File: config.mk
export PLATFORM = sky130hd
export DESIGN_NAME = mcp3002_responder
export DESIGN_NICKNAME = d
export VERILOG_FILES = /design/src/rtl/mcp3002_responder.sv
export SDC_FILE = /design/constraint.sdc
export NUM_CORES = 1
export LEC_CHECK = 0
export BUFFER_PORTS_ARGS = -buffer_cell sky130_fd_sc_hd__buf_2
export CAP_MARGIN = 20
export CORE_ASPECT_RATIO = 1.75
export CORE_MARGIN = 2
export CORE_UTILIZATION = 32
export CTS_BUF_LIST = sky130_fd_sc_hd__clkbuf_4
export CTS_CLUSTER_SIZE = 12
export DETAILED_ROUTE_END_ITERATION = 10
export PLACE_DENSITY_LB_ADDON = 0.1
export SYNTH_ARGS = -nofsm -noshare
export SYNTH_HDL_FRONTEND = slang
export SYNTH_SLANG_ARGS = --single-unit
export TNS_END_PERCENT = 100
File: constraint.sdc
create_clock -name clk -period 4.9 [get_ports clk]
set_input_delay 0.245 -clock clk [delete_from_list [all_inputs] [get_ports clk]]
set_output_delay 0.245 -clock clk [all_outputs]
set_load 0.1 [all_outputs]
File: src/rtl/mcp3002_responder.sv
// mcp3002_responder: MCP3002 SPI ADC emulator driving programmable CH0/CH1 codes
module mcp3002_responder #(
  parameter int SYNC_STAGES = 2
) (
  input  logic       clk,
  input  logic       rst,
  input  logic       adc_clk,
  input  logic       adc_din,
  input  logic       adc_cs,
  output logic       adc_dout,
  input  logic [9:0] ch0_value,
  input  logic [9:0] ch1_value,
  output logic [9:0] sample_value,
  output logic [2:0] sample_cfg,
  output logic       busy,
  output logic       conv_done
);
  typedef enum logic [2:0] {IDLE, WAIT_START, CFG, NULLBIT, DATA_MSB, DATA_LSB, TAIL} state_t;
  state_t state, state_n;
  logic [SYNC_STAGES:0] sclk_q, cs_q;
  logic [SYNC_STAGES-1:0] din_q;
  logic [3:0] cnt, cnt_n;
  logic [1:0] cfg_q, cfg_n;
  logic [2:0] scfg_n;
  logic [9:0] val_n, code;
  logic [10:0] d01, d10;
  logic dout_n, done_n, s_rise, s_fall, c_rise, c_fall, din;
  assign s_rise = sclk_q[SYNC_STAGES-1] & ~sclk_q[SYNC_STAGES];
  assign s_fall = ~sclk_q[SYNC_STAGES-1] & sclk_q[SYNC_STAGES];
  assign c_rise = cs_q[SYNC_STAGES-1] & ~cs_q[SYNC_STAGES];
  assign c_fall = ~cs_q[SYNC_STAGES-1] & cs_q[SYNC_STAGES];
  assign din = din_q[SYNC_STAGES-1];
  assign busy = state inside {CFG, NULLBIT, DATA_MSB, DATA_LSB};
  always_ff @(posedge clk or posedge rst)
    if (rst) begin
      sclk_q <= '0;
      cs_q <= '1;
      din_q <= '0;
      state <= IDLE;
      cnt <= '0;
      cfg_q <= '0;
      sample_cfg <= '0;
      sample_value <= '0;
      adc_dout <= 1'b1;
      conv_done <= 1'b0;
    end else begin
      sclk_q <= {sclk_q[SYNC_STAGES-1:0], adc_clk};
      cs_q <= {cs_q[SYNC_STAGES-1:0], adc_cs};
      din_q <= {din_q[SYNC_STAGES-2:0], adc_din};
      state <= state_n;
      cnt <= cnt_n;
      cfg_q <= cfg_n;
      sample_cfg <= scfg_n;
      sample_value <= val_n;
      adc_dout <= dout_n;
      conv_done <= done_n;
    end
  always_comb begin
    state_n = state;
    cnt_n = cnt;
    cfg_n = cfg_q;
    scfg_n = sample_cfg;
    val_n = sample_value;
    dout_n = adc_dout;
    d01 = {1'b0, ch0_value} - {1'b0, ch1_value};
    d10 = {1'b0, ch1_value} - {1'b0, ch0_value};
    code = sample_cfg[2] ? (sample_cfg[1] ? ch1_value : ch0_value)
         : sample_cfg[1] ? (d10[10] ? 10'd0 : d10[9:0]) : (d01[10] ? 10'd0 : d01[9:0]);
    if (c_rise) begin
      state_n = IDLE;
      cnt_n = '0;
      dout_n = 1'b1;
    end else
      case (state)
        IDLE: begin
          dout_n = 1'b1;
          state_n = c_fall ? WAIT_START : IDLE;
        end
        WAIT_START:
          if (s_rise && din) begin
            state_n = CFG;
            cnt_n = '0;
          end
        CFG:
          if (s_rise) begin
            cfg_n = {cfg_q[0], din};
            cnt_n = cnt + 4'd1;
            if (cnt == 4'd2) begin
              scfg_n = {cfg_q, din};
              state_n = NULLBIT;
            end
          end
        NULLBIT:
          if (s_fall) begin
            dout_n = 1'b0;
            val_n = code;
            cnt_n = 4'd9;
            state_n = DATA_MSB;
          end
        DATA_MSB:
          if (s_fall) begin
            dout_n = sample_value[cnt];
            cnt_n = cnt == 4'd0 ? 4'd1 : cnt - 4'd1;
            if (cnt == 4'd0) state_n = sample_cfg[0] ? TAIL : DATA_LSB;
          end
        DATA_LSB:
          if (s_fall) begin
            dout_n = sample_value[cnt];
            cnt_n = cnt + 4'd1;
            if (cnt == 4'd9) state_n = TAIL;
          end
        TAIL: dout_n = s_fall ? 1'b0 : adc_dout;
        default: state_n = IDLE;
      endcase
    done_n = (state_n == TAIL) && (state != TAIL);
  end
endmodule

== Yosys cells after proc, flatten, opt, wreduce, memory -nomap -nowiden ==
Index checks and enable logic that the tools add are counted.

* Register bits after elaboration: 32
* Bits of input ports: 25
* Output and inout port bits: 16
* Word-level logic and storage cells: 86

* Add/subtract/negate cells: 4
* Order comparisons: 1
* Equal/unequal tests: 17
* Muxes and demuxes: 31
* Bitwise operators: 9
* Reductions and logical operators: 14

{| class="wikitable"
|+ Operators by type and width
! operator !! number
|-
| 2-to-1 mux 10 bit || 5
|-
| 2-to-1 mux 4 bit || 7
|-
| 2-to-1 mux 3 bit || 9
|-
| subtractor 10 x 10 -> 11 bit || 2
|-
| case mux 3 bit (7 select lines) || 1
|-
| case mux 4 bit (5 select lines) || 1
|-
| inequality test 3 bit, second input constant || 6
|-
| == test 3 bit, second input constant || 4
|-
| AND reduction 3 bit || 3
|-
| nonzero test 4 bit || 2
|-
| == test 3 x 2 -> 1 bit, second input constant || 2
|-
| inequality test 3 x 1 -> 1 bit, second input constant || 2
|-
| AND reduction 6 bit || 1
|-
| nonzero test 6 bit || 1
|-
| less-than comparator 4 x 5 -> 1 bit, second input constant || 1
|-
| 2-to-1 mux 1 bit || 5
|-
| inverter 1 bit || 5
|-
| adder 4 x 1 -> 4 bit, second input constant || 1
|-
| AND 1 bit || 4
|-
| binary-select mux 1 bit (select 4 bit) || 1
|-
| == test 4 x 2 -> 1 bit, second input constant || 1
|-
| == test 4 bit, second input constant || 1
|-
| zero test 4 bit || 1
|-
| AND reduction 4 bit || 1
|-
| 7 further kinds || 9
|}

== Logic depth before layout (Yosys ltp) ==
* Depth after elaboration: 8
* Mapped depth: 10
* Mapped depth without buffers: 10

== Worst setup path after synthesis ==
No wires, ideal clock.

* Path type: flip-flop to flip-flop
* Start: register sample_cfg[1]
* End: register sample_value[2]
* Library setup time: 122 ps
* Arrival time: 2140 ps
* Data required time: 4778 ps
* Slack: 2638 ps
* Cell stages (with the launch flop): 6
* Cell sequence: dfrtp_1 clkbuf_1 o21bai_1 o21ai_2 a221o_1 a22o_1

* Cells in the longest elaborated chain, start to end: 2

{| class="wikitable"
|+ RTL lines
! what !! line !! text
|-
| from (decl) || 14 || <nowiki>output logic [2:0] sample_cfg,</nowiki>
|-
| from (signal assigned) || 53 || <nowiki>sample_cfg <= scfg_n;</nowiki>
|-
| 2-to-1 mux 10 bit, on equally long branches || 68, 67 ||
|-
| 2-to-1 mux 10 bit (*) || 67 || <nowiki>code = sample_cfg[2] ? (sample_cfg[1] ? ch1_value : ch0_value)</nowiki>
|-
| to (signal assigned) || 54 || <nowiki>sample_value <= val_n;</nowiki>
|-
| to (decl) || 13 || <nowiki>output logic [9:0] sample_value,</nowiki>
|}

Mark *: on every way between the ends. The rest lies on a longest branch, timed or not.
A chain may end at the register's enable or synchronous reset.

== Worst setup path after layout ==
* Start: input ch1_value[0]
* End: register sample_value[8]

* Cells in the longest elaborated chain, start to end: 4

{| class="wikitable"
|+ RTL lines
! what !! line !! text
|-
| from (decl) || 12 || <nowiki>input logic [9:0] ch1_value,</nowiki>
|-
| subtractor 10 x 10 -> 11 bit, on equally long branches || 65, 66 ||
|-
| 2-to-1 mux 10 bit || 68 || <nowiki>: sample_cfg[1] ? (d10[10] ? 10'd0 : d10[9:0]) : (d01[10] ? 10'd0 : d01[9:0]);</nowiki>
|-
| 2-to-1 mux 10 bit (*) || 68 ||
|-
| 2-to-1 mux 10 bit (*) || 67 ||
|}

Marks and branches as above.

==> run_results.csv <==
group,metric,value,unit
floorplan,pin_count,41,
synthesis,ys_seq_area_frac,0.274,
clock_network,post_cts_resized,0,
floorplan,placementRows,46,
worst_setup_path,setup.worst_path.start_class,"primary input",
worst_setup_path,endpoint_kind,"register",
place,dp_hpwl,6420,um
synthesis,synth_top_area_frac,0.239,
sta,timing.final.ws_setup,2.58,ns
synthesis,syn_area,0.00294,mm^2
place,place_ws,2.30,ns
worst_setup_path,worstPathArrival,2.52,ns
layout,multiInputGateArea,0.00189,mm^2
clock_network,clockRootBuffer,"clkbuf_4",
pwr,leakage,1.51,nW
routing,drcViolationCount,0,
sta,fin_skew,0.0113,ns
routing,finalWirelength,8110,um
floorplan,dieArea,0.00999,mm^2
synthesis,syn_area_per_cell,8.37,um^2
clock_network,clock_latency,0.33,ns
layout,synthToLayoutAreaGrowth,11.9,%
synthesis,ys_warn_count,0,
routing,routedWlPerCell,16.1,um
floorplan,core-area,0.00898,mm^2
sta,period_needed,2.32,ns
routing,drtAntennaViolNets,0,
pwr,ir_drop,209,uV
sta,finalHoldViolCount,0,
clock_network,cts_tree,"done",
sta,rsz0062_at_grt,"no",
synthesis,synth_nets,403,
synthesis,ys_seq_elements,32,
routing,routed_via_density,5.24,
pwr,power_density,441,mW/mm^2
synthesis,syn_inst,351,
sta,setup_viol,0,
routing,drt_iter0_markers,101,
worst_setup_path,crit_fanout,5,
outcome,status,"complete, no violations",
clock_network,cts_sinks,32,
sta,drv_slew,0,
synthesis,synthTopCellsByArea,"dfrtp_1 (24%), ha_1 (11%), a21oi_1 (5.5%)",
worst_setup_path,critPathRequiredTime,5.10,ns
global_route,grt_use_total,0.167,
global_route,overflow,0,
floorplan,die_y,131,um
worst_setup_path,crit_type,"primary input to register",
layout,seqCellArea,806,um^2
synthesis,synth.distinct_cells,64,
sta,tns,0,ns
sta,finalCritPeriodShare,0.473,
clock_network,cts_buffer_depth,2,
global_route,grt_first_pass_wirelength,13400,um
worst_setup_path,r2r_setup_slack,2.66,ns
sta,hold_ws,0.335,ns
routing,vias,2640,
synthesis,synth_edf_count,0,
global_route,antenna_found_initial,0,
layout,drive_above_1_share,0.172,
place,io_buffers,40,
layout,final_nets,435,
global_route,grt_max_degree,33,
hold_path,hp-class,"primary input to register",
clock_network,htreeDepth,2,
layout,antennaDiodeCount,0,
layout,fillers,997,
floorplan,start_util,0.327,
sta,slew_headroom,0.538,
global_route,grt_pass1_vias,2659,
clock_network,path_clk_slew,0.11,ns
floorplan,die_w,76.4,um
place,place_congestion,0.877,
routing,firstDrtPassIters,5,
run,drv_cap,0,
sta,tightestPinTransition,0.692,ns
sta,max_freq,431,MHz
synthesis,ys.flop_type,"dfrtp_1",
synthesis,ys_async_sr_fraction,1.00,
clock_network,numCtsBuffers,5,
synthesis,netlist.top_cell.by_area,"dfrtp_1",
power by group:
group,switching [mW],internal [mW]
registers,0.101,0.332
logic,0.626,0.237
clock network,0.0944,0.0602
final cells by class:
| cell class | count | area share |
|---|---|---|
| tap | 120 | 0.0457 |
| sequential | 32 | 0.245 |
| clock inverter | 2 | 0.00343 |
| clock buffer | 6 | 0.0137 |
| timing repair buffer | 46 | 0.0777 |
| multi-input combinational | 264 | 0.576 |
| inverter | 34 | 0.0388 |
worst paths after layout:
kind                                    to  cells past startpoint    startpoint
max                        sample_value[8]                     11  ch1_value[0]
min                        sample_value[0]                      5  ch1_value[0]
max reg2reg                         cnt[3]                      8        cnt[0]
min reg2reg                      sclk_q[1]                      0     sclk_q[0]
max in group asynchronous          cs_q[2]                      4           rst
min in group asynchronous         din_q[0]                      4           rst
synthesized netlist by cell type (all sizes together) (8+ instances only):
cell     n
mux2i    8
nand3   10
clkbuf   9
nor2    25
inv     34
o21ai   16
dfrtp   28
nor3     8
a21oi   32
nand2b   8
buf     12
ha      25
o211ai   9
nand2   28
xnor2    9
stage by stage:
stage                     cell area [um^2]  std cells  total power [mW]  utilization
after floorplan                       2940        351              1.13            -
after global placement                3190        492              1.30        0.355
after detailed placement              3190        492              1.30        0.355
after CTS                             3280        503              1.46        0.365
after global routing                  3290        504              1.55        0.366
final                                 3290        504              1.45        0.366
kinds of logic (layout without fill, tap and decap cells):
group,Yosys count,count (layout),synth area share
AND/OR/NAND/NOR,97,97,0.157
adder cells (fa/ha/maj),27,27,0.120
buffers and inverters,55,88,0.0814
AO/OA/AOI/OAI,112,112,0.266
XOR/XNOR,13,13,0.0388
flip-flops,32,32,0.274
multiplexers,15,15,0.0618
worst max-delay path: stages:
cell and delay, ns:
buf_2 0.11, inv_1 0.05, ha_1 0.15, inv_1 0.05
fa_1 0.40, a21o_1 0.21, a221o_1 0.41, o21ai_1 0.26
nor2_1 0.09, a221oi_1 0.41, a21oi_1 0.13
layout by cell type (no fill, tap or decap), types with 4 or more instances in the layout:
cell type and count:
nand2b_1 8, dfstp_2 4, a211oi_1 4, clkbuf_4 6, nand3_1 10, dfrtp_1 28, inv_1 34, a31oi_1 6
xnor2_1 9, o31ai_1 4, xor2_1 4, mux2_2 5, a221oi_1 4, o211ai_1 9, nand2_1 28, buf_2 40
nor2_1 25, a21o_1 6, nor3_1 8, dlygate4sd3_1 4, o21ai_0 14, mux2i_1 8, a21oi_1 32, ha_1 25
flip-flops by register name, indices dropped and copies added (netlist names):
register,count
sample_value,10
cfg_q,2
cs_q,3
din_q,2
conv_done,1
adc_dout,1
sample_cfg,3
state,3
sclk_q,3
cnt,4
repair_timing:
item / 4_1_cts / 5_1_grt
hold buffers: 3 / 1
setup buffers: 0 / 0
hold endpoints to repair: 26 / 1
per-layer routing:
metal / share of wire / track usage / up-vias
li1: - / - / 1323
met1: 0.37 / 0.172 / 1277
met2: 0.60 / 0.355 / 34
met3: 0.023 / 0.0158 / 6
met4: 0.0091 / 0.0449 / 0
met5: 0 / 0 / -
(Power assumes the default switching activity.)
